**src/rtl/rng_stim_gen.sv**
```systemverilog
// Pseudo-random stimulus source: 32-bit Galois LFSR feeding a chunk buffer, with
// programmable update period, level/pulse output and AND-based bit sparsening.
module rng_stim_gen #(
  parameter int unsigned WIDTH  = 32,
  parameter logic [31:0] SEED   = 32'h0000_0001,
  parameter int unsigned PERIOD = 1,
  parameter int unsigned MODE   = 0,
  parameter int unsigned SPARSE = 0
) (
  input  logic             clk,
  input  logic             reset,
  input  logic             en,
  output logic [WIDTH-1:0] rnd,
  output logic             upd
);

  localparam int unsigned NBITS  = WIDTH * (SPARSE + 1);
  localparam int unsigned CHUNKS = (NBITS + 31) / 32;
  localparam int unsigned P      = (PERIOD > CHUNKS) ? PERIOD : CHUNKS;
  localparam int unsigned CW     = (P > 1) ? $clog2(P) : 1;
  localparam logic [31:0] SEED0  = (SEED == 32'd0) ? 32'd1 : SEED;
  localparam logic [31:0] TAPS   = 32'h8020_0003;

  logic [31:0]      lfsr;
  logic [31:0]      lfsr_next;
  logic [NBITS-1:0] b;
  logic [CW-1:0]    cnt;
  logic             last;
  logic [WIDTH-1:0] rnd_next;

  always_comb begin
    lfsr_next = '0;
    if (lfsr == '0)
      lfsr_next = 32'd1;
    else
      lfsr_next = (lfsr >> 1) ^ (lfsr[0] ? TAPS : 32'd0);
  end

  // Only the low NBITS of the collection buffer are ever observed, so only
  // those bits are kept; b is the buffer value including this cycle's shift.
  if (NBITS > 32) begin : g_hist
    logic [NBITS-33:0] hist;
    assign b = {hist, lfsr};
    always_ff @(posedge clk or posedge reset) begin
      if (reset)
        hist <= '0;
      else if (en)
        hist <= b[NBITS-33:0];
    end
  end else begin : g_nohist
    assign b = lfsr[NBITS-1:0];
  end

  assign last = (cnt == CW'(P - 1));

  always_comb begin
    rnd_next = '1;
    for (int unsigned k = 0; k <= SPARSE; k++)
      rnd_next = rnd_next & b[k*WIDTH +: WIDTH];
  end

  always_ff @(posedge clk or posedge reset) begin
    if (reset) begin
      lfsr <= SEED0;
      cnt  <= '0;
      rnd  <= '0;
      upd  <= 1'b0;
    end else if (en) begin
      lfsr <= lfsr_next;
      cnt  <= last ? '0 : cnt + CW'(1);
      upd  <= last;
      if (last)
        rnd <= rnd_next;
      else if (MODE == 1)
        rnd <= '0;
    end else begin
      upd <= 1'b0;
      if (MODE == 1)
        rnd <= '0;
    end
  end

endmodule

```
**config.mk**
```make
export PLATFORM = sky130hd
export DESIGN_NAME = rng_stim_gen
export DESIGN_NICKNAME = d
export VERILOG_FILES = /design/src/rtl/rng_stim_gen.sv
export SDC_FILE = /design/constraint.sdc
export NUM_CORES = 1
export LEC_CHECK = 0
export BUFFER_PORTS_ARGS = -buffer_cell sky130_fd_sc_hd__buf_4
export CAP_MARGIN = 20
export CELL_PAD_IN_SITES_DETAIL_PLACEMENT = 0
export CELL_PAD_IN_SITES_GLOBAL_PLACEMENT = 2
export CORE_MARGIN = 1
export CORE_UTILIZATION = 35
export DETAILED_ROUTE_END_ITERATION = 8
export GPL_ROUTABILITY_DRIVEN = 0
export PLACE_DENSITY_LB_ADDON = 0.1
export SLEW_MARGIN = 20
export SYNTH_ARGS = -nofsm -noshare
export SYNTH_HDL_FRONTEND = slang
export SYNTH_SLANG_ARGS = --single-unit
export TNS_END_PERCENT = 10
```
**constraint.sdc**
```tcl
create_clock -name clk -period 2.7 [get_ports clk]
set_clock_uncertainty 0.1 [all_clocks]
set_input_delay 0.405 -clock clk [delete_from_list [all_inputs] [get_ports clk]]
set_output_delay 0.405 -clock clk [all_outputs]
set_load 0.1 [all_outputs]
```
**After elaboration in Yosys (flattened, before gate mapping)**

Cells that the tools add are included.

- Bits in registers: 66
- Latch bits: 0
- Bits in writable memories: 0
- Memory bits (read-only): 0
- Output and inout bits: 33
- Memories kept: 0

- Add/subtract/negate cells: 1
- $mul: 0
- Divide/modulo/power cells: 0
- Magnitude comparators: 0
- Eq/ne operators: 0
- Shift operators: 0
- Muxes and demuxes: 4
- Bitwise operators: 2
- Reductions and logical operators: 2

Operator list:

| kind | count |
|---|---|
| $mux 32 | 2 |
| $logic_not 32->1 | 1 |
| $xor 31x32->32 | 1 |
| $mux 1 | 2 |
| $reduce_and 2->1 | 1 |
| $add 1x1->1 const B | 1 |
| $not 1->1 | 1 |

**Depth between registers and ports, before layout**

Gate-level depths: netlist (run 1).

- Depth in word-level cells: 3
- Depth in mapped cells: 6
- Mapped depth without buffers: 6

**Least setup slack after synthesis (run 1)**

No wires, ideal clock.

- Path kind: reg-to-output
- Start: reg rnd[0]
- End: out rnd[0]
- Arrival: 0.897 ns
- Data required time: 2.195 ns
- Slack: 1.298 ns
- Cell stages (with the launch flop): 1
- Path buffers: 0
- Path through: dfrtp_1

RTL lines:

| what | line | RTL |
|---|---|---|
| start, declared | 13 | `output logic [WIDTH-1:0] rnd,` |
| start signal, assigned | 73 | `rnd <= rnd_next;` |

No word-level cell between the ends.

**Worst setup path in the final report (run 1)**

- Start: reg rnd[0]
- End: out rnd[0]

No word-level cell between the ends.

==> results of run 1 <==
-- sequential cells by signal, summed over array words and instances (netlist names) --
register / count
b: 32
rnd: 32
upd: 1
-- cells by family (layout without fill, tap and decap cells) --
logic type | after synthesis | in the layout | share of synthesized area (%)
simple gates | 43 | 43 | 8.49
buf+inv | 72 | 116 | 11.0
flops | 65 | 65 | 65.3
mux | 3 | 3 | 1.36
compound gates | 61 | 61 | 12.6
xor+xnor | 2 | 2 | 0.703
fa+ha+maj | 1 | 1 | 0.502
-- cell type report --
class	instances	area, µm²
clock buffers	13	149
clock inverters	3	40.0
fillers	686	3780
inverters	62	233
multi-input cells	110	588
flip-flops and latches	65	1630
well taps	96	120
repair buffers	38	298
-- path summary, 6_finish.rpt --
kind | startpoint | cells after the start | end | slack, ps
worst min register to register | rnd[22] | 1 | rnd[22] | 410
worst min-delay path | reset | 2 | b[23] | 40
max in group asynchronous | reset | 3 | b[0] | 1780
worst max register to register | b[1] | 6 | b[1] | 1210
worst max-delay path | rnd[0] | 1 | rnd[0] | 1190
min in group clk | rnd[22] | 1 | rnd[22] | 410
-- cells in the mapped netlist, drive strengths merged --
cell / n / area [µm²]
o21ai: 57 / 285
nand2b: 1 / 6.26
nand4: 2 / 12.5
o22a: 1 / 8.76
nor4b: 1 / 15.0
dfstp: 1 / 26.3
nand2: 31 / 116
mux2: 3 / 33.8
buf: 4 / 20.0
inv: 62 / 233
nor3: 1 / 5.00
o22ai: 3 / 18.8
xor2: 2 / 17.5
dfrtp: 64 / 1600
ha: 1 / 12.5
nor2: 1 / 6.26
clkbuf: 6 / 22.5
nor4: 6 / 50.0
-- power groups by stage --
stage,combinational [mW],sequential (mW),clock (mW)
after floorplan,0.282,2.15,0
after global placement,1.34,1.39,0
after detailed placement,1.34,1.39,0
after CTS,1.34,1.37,0.827
after global routing,1.43,1.40,0.867
final,1.33,1.37,0.801
-- per-stage QoR --
stage / power [mW] / cell area [µm²] / setup slack, ps / util, %
after global placement: 2.73 / 2870 / 1110 / 42.0
after global routing: 3.70 / 3060 / 1040 / 44.7
final: 3.50 / 3060 / 1190 / 44.7
after CTS: 3.55 / 3060 / 1160 / 44.7
after floorplan: 2.44 / 2490 / 570 / -
after detailed placement: 2.73 / 2870 / 1130 / 42.0
-- per-layer routing --
metal,up-vias,wire length [µm]
met5,-,0
met4,0,104
met3,10,136
met2,27,2020
met1,791,2330
li1,848,-
==> results.md, run 1 <==
Routing:
- In the routed layout, each cell is associated on average with a via count of 4.33.
- After detailed routing, the number of remaining DRC violations is 0.
- The detailed router placed 1,676 vias in this run.
- The first routing iteration left 111 violations.
- The number of iterations in the first detailed-routing pass is 4.
- The total routed wirelength is 4590 µm.
- The residual antenna-violating net count after detailed routing is 0.
- The average wire per standard cell is 11.9 µm.

CTS:
- Counting the buffers created by CTS gives 9.
- Hold repair after CTS inserted 0 buffers.
- TritonCTS built the clock tree.
- The clock latency reported for the late side of the worst-skew pair is 330 ps.
- Counting every sink on the clock net gives 65.
- The clock slew at the register clock pins of the worst setup and hold paths is 70 ps.
- The number of setup buffers added after CTS is 0.
- The worst-case clock buffer depth is 2.
- CTS placed an instance of clkbuf_8 at the clock tree root.
- Once the clock tree was built, the resizer swapped 0 gates to a different size.
- The H-tree was split into 3 levels.

STA:
- At the pin with the least slew margin, the transition time is 583 ps.
- Summed over all failing endpoints, the final setup total negative slack is 0 ps.
- The final hold violation count is 0.
- The final hold slack is 37.1 ps.
- In the finished design, the share of the clock period the worst path needs comes to 55.8%.
- Headroom to the max-slew limit came out at 61.0%.
- The time the worst path needs with I/O delays and setup is 1510 ps.
- The maximum achievable frequency is 663 MHz.
- The final count of negative-setup-slack endpoints is 0.
- The final-report max-slew violation count came to 0.
- Setup repair after global routing left no endpoint under its margin.

Critical path:
- The stage delay of the slowest cell on the critical path is 370 ps.
- In this run the worst path has a maximum fanout of 2.
- Counting both buffers and inverters, the worst setup path holds a total of 1.
- STA classifies the critical path startpoint as a flop.
- The setup path with the least slack is of type reg2out.
- The critical path's slowest cell is dfrtp_1.
- The critical path goes through buf_4.
- The kind of cell with the highest combined delay along the critical path is flip-flops.
- For the worst setup path, the data arrival time is 1000 ps.
- The critical path data required time is 2190 ps.
- The critical path endpoint category is an output port.

Flow run:
- The count of max-cap constraint violations is 0.

Global route:
- The total overflow left after global routing is 0.
- The first global-routing pass estimated 8240 µm of wire.
- Global routing used 3.71% of the available met3 tracks.
- The initial antenna violation count came to 0.
- For met2 alone, demand over resource in global routing was 21.9%.
- The most utilized layer in the global route result is met2.
- The overall global routing resource usage is 14.7%.
- Entering global routing, the biggest net connects 59 pins.
- The number of global-route vias before repair is 1,761.
- The met1 usage is 19.7%.

Logic synthesis:
- When the netlist entered floorplanning its net count stood at 251.
- After technology mapping, the gate count stands at 247.
- The cell area that synthesis handed to floorplanning was 2490 µm².
- The proportion of synthesized chip area in sequential cells is 65.3%.
- Yosys printed 0 warnings.
- The post-synthesis cell type count is 19.
- The post-synthesis register bit count is 65.
- The average cell area after synthesis is 10.1 µm².

Power:
- The switching power as a share of total power is 44.5%.
- For this design the static power due to leakage is 1.48 nW.
- The clock power share is 22.9%.
- The maximum vdd drop is 434 µV.
- The power per cell area is 1150 nW/µm².
- Sequential cells account for 39.1% of the total power.
- The net switching power of the design is 1.56 mW.
- The share of total power dissipated in combinational logic is 38.0%.
- Internal power comes to 1.94 mW.

Placement:
- Counting tap cells, the placed design contains a total of 371 instances.
- The half-perimeter wire length after detailed placement is 2960 µm.
- Port buffering added 35 buffers.

Layout:
- The final instance count without filler cells is 387.
- 0 antenna diodes ended up in the layout.
- Of the cells placed in the final design, the portion with a size suffix greater than 1 is 20.6%.
- The area overhead of the layout relative to synthesis is 22.7%.
- The library cells used most frequently in the layout, excluding fill and tap cells, are dfrtp_1, inv_1, o21ai_0.
- Leaving out fill and tap cells, the most frequent cell in the layout is dfrtp_1.
- In the final design database the tool counted 290 nets.

Floorplanning:
- In this run the vertical extent of the chip is 86.4 µm.
- The count of boundary I/O pins is 36.
- The floorplan has 30 rows.
- In this run the horizontal extent of the chip is 86.4 µm.
- The floorplan step defined a core boundary enclosing 6830 µm².
- For this configuration, the core starts out at a cell density of 36.5%.
- The die covers 7460 µm².

Worst hold path:
- The kind of path behind the tightest hold check is in2async.

Outcome:
- The flow ran to the end, and the final reports show no timing, DRC or antenna violations.
Power figures use the tool's default switching activity.
==> run 2: changes to the inputs <==
==> constraint.sdc (replaced) <==
create_clock -name clk -period 1.6 [get_ports clk]
set_clock_uncertainty 0.1 [all_clocks]
set_input_delay 0.24 -clock clk [delete_from_list [all_inputs] [get_ports clk]]
set_output_delay 0.24 -clock clk [all_outputs]
set_load 0.1 [all_outputs]
==> run 2 against run 1 <==
Combinational power up 73%. Setup slack got worse by 1100 ps. Sequential share of layout area is 1.6 points lower. Cell count increased by 1.0%. Utilization grew 1.4 points. Worst hold slack gained 97 ps. Critical path type is now reg2reg. Critical endpoint is now b[0]. Largest cell class unchanged. Largest power group unchanged. Highest routed layer unchanged.
==> results.md, run 2 (synthesis results as in run 1) <==
CTS:
- TritonCTS created 9 clock buffers.
- Clock-pin slew was measured on the worst setup and hold paths at 70 ps.
- TritonCTS built the clock tree.
- The number of buffers inserted by post-CTS setup repair is 0.
- The clock drives 65 sinks.
- The H-tree depth is 3.
- The tree is rooted in a clkbuf_8.
- The clock latency reported for the late side of the worst-skew pair is 330 ps.
- The clock passes through at most 2 buffers.

Layout:
- Leaving out fill and tap cells, the most frequent cells in the layout are dfrtp_1, inv_1, o21ai_0.
- Summing all non-filler instances in the final layout gives an area of 3150 µm².
- At the end of the flow, the number of nets in the layout was 295.
- From synthesis to final layout, the design area changed by 26.5%.
- The final instance count without filler cells is 391.
- The ratio of cells with drive above 1 in the final layout is 22.4%.
- Counting the fill cells in the layout gives 684.
- 0 antenna diodes ended up in the layout.
- The most common cell after layout, fill and taps aside is dfrtp_1.

Global route:
- The overall global routing resource usage is 14.6%.
- Entering global routing, the biggest net connects 34 pins.
- The global-route wire length before repair is 8200 µm.
- For this run the aggregate overflow at the end of global routing stands at 0.
- The initial antenna violation count is 0.
- The number of global-route vias before repair was 1,706.

STA:
- After routing, the total negative slack on setup checks comes to 0 ps.
- The post-route fraction of the period consumed by the critical path is 91.6%.
- The final count of negative-setup-slack endpoints is 0.
- Setup repair after global routing left no endpoint under its margin.
- The time the worst path needs with I/O delays and setup is 1470 ps.
- The final hold violation count is 0.
- The final-report max-slew violation count is 0.
- The transition time at the pin with the least slew margin is 440 ps.
- The tightest hold path in the finished design has a slack of 134 ps.
- The maximum achievable frequency is 683 MHz.
- The normalized max-slew margin is 70.6%.

Outcome:
- The flow ran to the end, and the final reports show no timing, DRC or antenna violations.

Floorplanning:
- The die area is 7460 µm².
- The width of the die is 86.4 µm.
- The number of rows in the core area is 30.
- The vertical die dimension is 86.4 µm.
- The count of boundary I/O pins is 36.
- The area of the core is 6830 µm².
- The initial cell density of the core is 36.5%.

Power:
- The static leakage power is 1.52 nW.
- Net switching is 44.2% of the power.
- Combinational cells account for 38.4% of the total power.
- The clock network burns 23.0% of the power.
- The power per cell area is 1900 nW/µm².
- For this design the total switching power over the nets is 2.65 mW.
- Cell internal power was estimated by the tool at 3.34 mW.
- The sequential fraction of design power is 38.6%.
- IR analysis of the VDD net gives a maximum drop of 673 µV.
- The overall power is 5.99 mW.

Critical path:
- The number of buffers and inverters on the critical path is 1.
- The critical path data required time is 1760 ps.
- In this run the worst path has a maximum fanout of 5.
- For this design, the slowest cell found on the critical path is dfstp_2.
- The critical path goes through inv_1 > ha_1 > nor4b_4 > nand4_1 > nor2_4 > o22a_1.
- The critical path data arrival time is 1630 ps.
- The dominant delay contributor by cell family on the critical path is flip-flops.
- The worst setup path is captured at a flop.
- Setup slack on the worst reg-to-reg path comes out at 130 ps.
- The largest single stage delay on the critical path is 580 ps.
- The critical path is of the reg2reg type.
- STA classifies the critical path startpoint as a flop.

Placement:
- Including well taps, the total number of placed cells is 375.
- The half-perimeter wire length after detailed placement is 3190 µm.
- The total of buffers placed on input and output ports is 35.
- Summing all placed instances gives a cell area of 2930 µm².

Routing:
- After detailed routing, the number of remaining DRC violations is 0.
- The detailed-route via count is 1,683.
- After detailed routing, the number of vias per cell comes to 4.30.
- The number of iterations in the first detailed-routing pass is 4.
- In the final routed layout, each cell accounts on average for 12.1 µm.
- The initial DRC count is 87.
- The routed design has 4730 µm of wire.
- The residual antenna-violating net count after detailed routing is 0.

Flow run:
- The count of max-cap constraint violations is 0.

Worst hold path:
- The kind of path behind the tightest hold check is in2reg.
run 2: cell count changes in the layout (fill, tap and decap cells not counted):
cell           change
nor4_2             +1
buf_4              +2
dlygate4sd3_1      +1
nor4_1             -1
nor2_2             -1
clkbuf_1           -2
buf_12             +2
clkbuf_8           +1
clkinvlp_4         +1
nor4b_4            +1
inv_2              -1
nor2_4             +1
nor4b_2            -1
run 2: through the flow:
stage	util [%]	worst slack, ps
floorplan	-	220
global placement	42.8	123
detailed placement	42.8	119
CTS	45.8	103
global route	46.1	6.63
finish	46.1	135
run 2: metal layers:
layer,up-vias,global-route usage (%),share of wire (%)
li1,861,-,-
met5,-,0,0
met4,0,8.64,2.2
met3,10,2.86,3.0
met2,30,21.4,43
met1,782,20.2,51
run 2: final timing paths:
kind / end / startpoint / cells past startpoint
max in group asynchronous: b[0] / reset / 4
min in group asynchronous: rnd[0] / reset / 3
max: b[0] / b[0] / 6
min: upd / en / 1
max reg2reg: b[0] / b[0] / 6
min reg2reg: rnd[22] / rnd[22] / 1
run 2: power groups by stage:
stage | clock, mW | combinational, mW | sequential, mW
floorplan | 0 | 0.476 | 3.63
global placement | 0 | 2.29 | 2.33
detailed placement | 0 | 2.30 | 2.34
CTS | 1.42 | 2.31 | 2.31
global route | 1.48 | 2.45 | 2.37
finish | 1.38 | 2.30 | 2.31
run 2: layout make-up:
cell class | instances | area [µm²] | area share (%)
Clock buffer | 12 | 155 | 4.92
Tap cell | 96 | 120 | 3.81
Clock inverter | 3 | 40.0 | 1.27
Timing Repair Buffer | 43 | 363 | 11.5
Sequential cell | 65 | 1630 | 51.7
Multi-Input combinational cell | 110 | 608 | 19.3
Inverter | 62 | 236 | 7.51
run 2: what timing repair did:
item,4_1_cts,5_1_grt
hold buffers,1,0
resized for setup,0,3
hold endpoints to repair,15,0
setup endpoints to repair,0,4
==> run 3: changes to the inputs <==
==> constraint.sdc (replaced) <==
create_clock -name clk -period 1.65 [get_ports clk]
set_clock_uncertainty 0.1 [all_clocks]
set_input_delay 0.2475 -clock clk [delete_from_list [all_inputs] [get_ports clk]]
set_output_delay 0.2475 -clock clk [all_outputs]
set_load 0.1 [all_outputs]
==> run 3 against run 2 <==
Fmax shrank 1.9%. Count of clock-buffer cells in the layout grew 2. First-iteration DRC count shrank 17%. Non-clock buffer count is the same. Utilization grew 0.37 points. Clock power grew 9%. Largest power group unchanged. Combinational power shrank 3%. Highest routed layer unchanged. Register-to-register slack gained 20 ps. Setup slack gained 22 ps. Global-route usage grew 0.36 points.
==> results.md, run 3 (synthesis results as in run 1) <==
Critical path:
- In this run the worst setup path begins at b[0].
- The critical path's slowest cell is dfstp_2.
- The critical path ends at b[0].
- The critical path endpoint category is a flop.
- The worst register-to-register path begins at b[0].
- The critical path data arrival time is 1660 ps.
- The dominant delay contributor by cell family on the critical path is flip-flops.
- The peak fanout along the critical path is 5.
- The setup path with the least slack is of type reg2reg.
- The endpoint identified for the worst register-to-register timing path is b[0].
- The stage delay of the slowest cell on the critical path is 580 ps.
- Walking the worst path, the cells encountered are inv_1 > ha_1 > nor4b_2 > nand4_1 > nor2_4 > o22a_1.
- The number of buffers and inverters on the critical path is 1.
- Counting cells, the worst reg-to-reg path comes to 6.
- For flop-to-flop paths, the worst setup slack is 160 ps.
- The critical path crosses 6 cells after its start point.
- The worst setup path is launched from a flop.
- The critical path data required time is 1820 ps.

CTS:
- The tree is rooted in a clkbuf_8.
- Clock-pin slew was measured on the worst setup and hold paths at 70 ps.
- The clock reaches the later pin of the worst-skew pair after 340 ps.
- The worst-case clock buffer depth is 2.
- The H-tree was split into 3 levels.
- TritonCTS created 9 clock buffers.
- TritonCTS built the clock tree.
- For this design, the sink count on the clock tree is 65.

STA:
- Derived from the worst setup path, the maximum achievable clock frequency is 670 MHz.
- The least setup slack across all paths after layout is 157 ps.
- The final hold violation count came to 0.
- In this run the tightest slew margin relative to its limit is 74.9%.
- The worst path needs 1490 ps of the cycle, external delays included.
- The setup TNS after final layout is 0 ps.
- The final-report max-slew violation count is 0.
- In the finished design, the share of the clock period the worst path needs comes to 90.5%.
- Setup repair after global routing left no endpoint under its margin.
- The final count of negative-setup-slack endpoints is 0.
- Hold is met by 247 ps.
- The transition time at the pin with the least slew margin is 377 ps.

Global route:
- The initial antenna violation count is 0.
- The global route total overflow is 0.
- The number of global-route vias before repair is 1,706.
- The global-route wire length before repair is 8180 µm.
- The largest net degree at the start of global routing is 38.
- The overall global routing resource usage is 15.0%.

Routing:
- The first TritonRoute pass finished after 4 iterations.
- The final routed DRC violation total is 0.
- After detailed routing, the number of vias per cell comes to 4.32.
- The routed layout has 1,695 vias.
- The initial DRC count is 72.
- Summed over all layers, the routed wires come to 4790 µm.
- The average wire per standard cell is 12.2 µm.
- Detailed routing placed a total of 2140 µm of wire on met2.
- The detailed route wirelength on metal3 is 205 µm.
- After detailed routing, the wire length on met1 is 2350 µm.
- The highest layer touched by signal routing is met4.
- The residual antenna-violating net count after detailed routing is 0.

Layout:
- The final layout net count is 295.
- The number of inserted diodes is 0.
- The area overhead of the layout relative to synthesis is 27.5%.
- After routing the design area is 3180 µm².
- The ratio of cells with drive above 1 in the final layout is 21.6%.
- The library cell used most frequently in the layout, excluding fill and tap cells, is dfrtp_1.
- In the layout the commonest cells are dfrtp_1, inv_1, o21ai_0.

Placement:
- The instance area after placement is 2940 µm².
- The setup slack at placement is 147 ps.
- Summed over all nets, the half-perimeter wirelength after detailed placement is 3210 µm.
- Buffers placed on the I/O ports in this run total 35.

Power:
- The part of the power in combinational logic is 37.2%.
- The analysis attributes to cell leakage a power of 1.53 nW.
- The power per cell area is 1880 nW/µm².
- Total power for the finished layout comes to 5.96 mW.
- The internal power of the cells totals 3.40 mW.
- The clock power share is 25.4%.
- The sequential fraction of design power is 37.4%.
- VDD sags by at most 620 µV.
- Net switching is 43.0% of the power.
- The net switching power of the design is 2.56 mW.

Floorplanning:
- Row generation in the floorplan step produced 30 rows.
- The area of the core is 6830 µm².
- From bottom edge to top edge, the die measures 86.4 µm.
- In this run the count of I/O pins placed on the die edge is 36.
- The die area is 7460 µm².
- The floorplan step set the die width to 86.4 µm.
- Once the floorplan was initialized, standard cells occupied 36.5% of the core.

Flow run:
- Across the run, the number of max-cap violations was 0.

Worst hold path:
- The tightest min-delay check is of the in2reg type.

Outcome:
- The run finished with clean final reports.
## run 3: power groups by stage
stage               clock (mW)  combinational (mW)  sequential (mW)
CTS                       1.57                2.24             2.24
global route              1.62                2.36             2.29
finish                    1.51                2.22             2.23
floorplan                    0               0.462             3.52
detailed placement           0                2.23             2.26
global placement             0                2.23             2.26
## run 3: final cells by class
cell class	instances	area (µm²)
clock inverter	2	60.1
fill	657	3660
tap	96	120
clock buffer	14	163
multi-input combinational	110	593
inverter	62	236
timing repair buffer	43	375
sequential	65	1630
## run 3: worst min path at each step
stage                    to  slack (ps)  startpoint  cells past startpoint
global route          b[21]         280          en                      3
floorplan               upd         180          en                      0
detailed placement  rnd[23]         250       reset                      3
global placement      b[23]         250       reset                      3
CTS                   b[21]         240          en                      3
finish                b[21]         250          en                      3
## run 3: per-stage QoR
step	instances	utilization (%)
2_1_floorplan	247	-
3_3_place_gp	375	43.0
3_5_place_dp	375	43.0
4_1_cts	392	46.4
5_1_grt	392	46.5
6_report	392	46.5
## run 3: tightest hold or removal path, cell delays in order
cell and delay (ps):
buf_4 230, nand2_1 100, o22ai_1 60
## run 3: repair_timing
item	4_1_cts	5_1_grt
gates resized for setup	0	1
hold buffers	1	0
endpoints found under the setup margin	0	2
endpoints found under the hold margin	64	0
buffers inserted	0	0
## run 3: metal layers
layer  track usage (%)  vias to the layer above
met5                 0                        -
met4              8.18                        0
met3              4.76                       12
met2              23.1                       29
met1              18.7                      789
li1                  -                      865
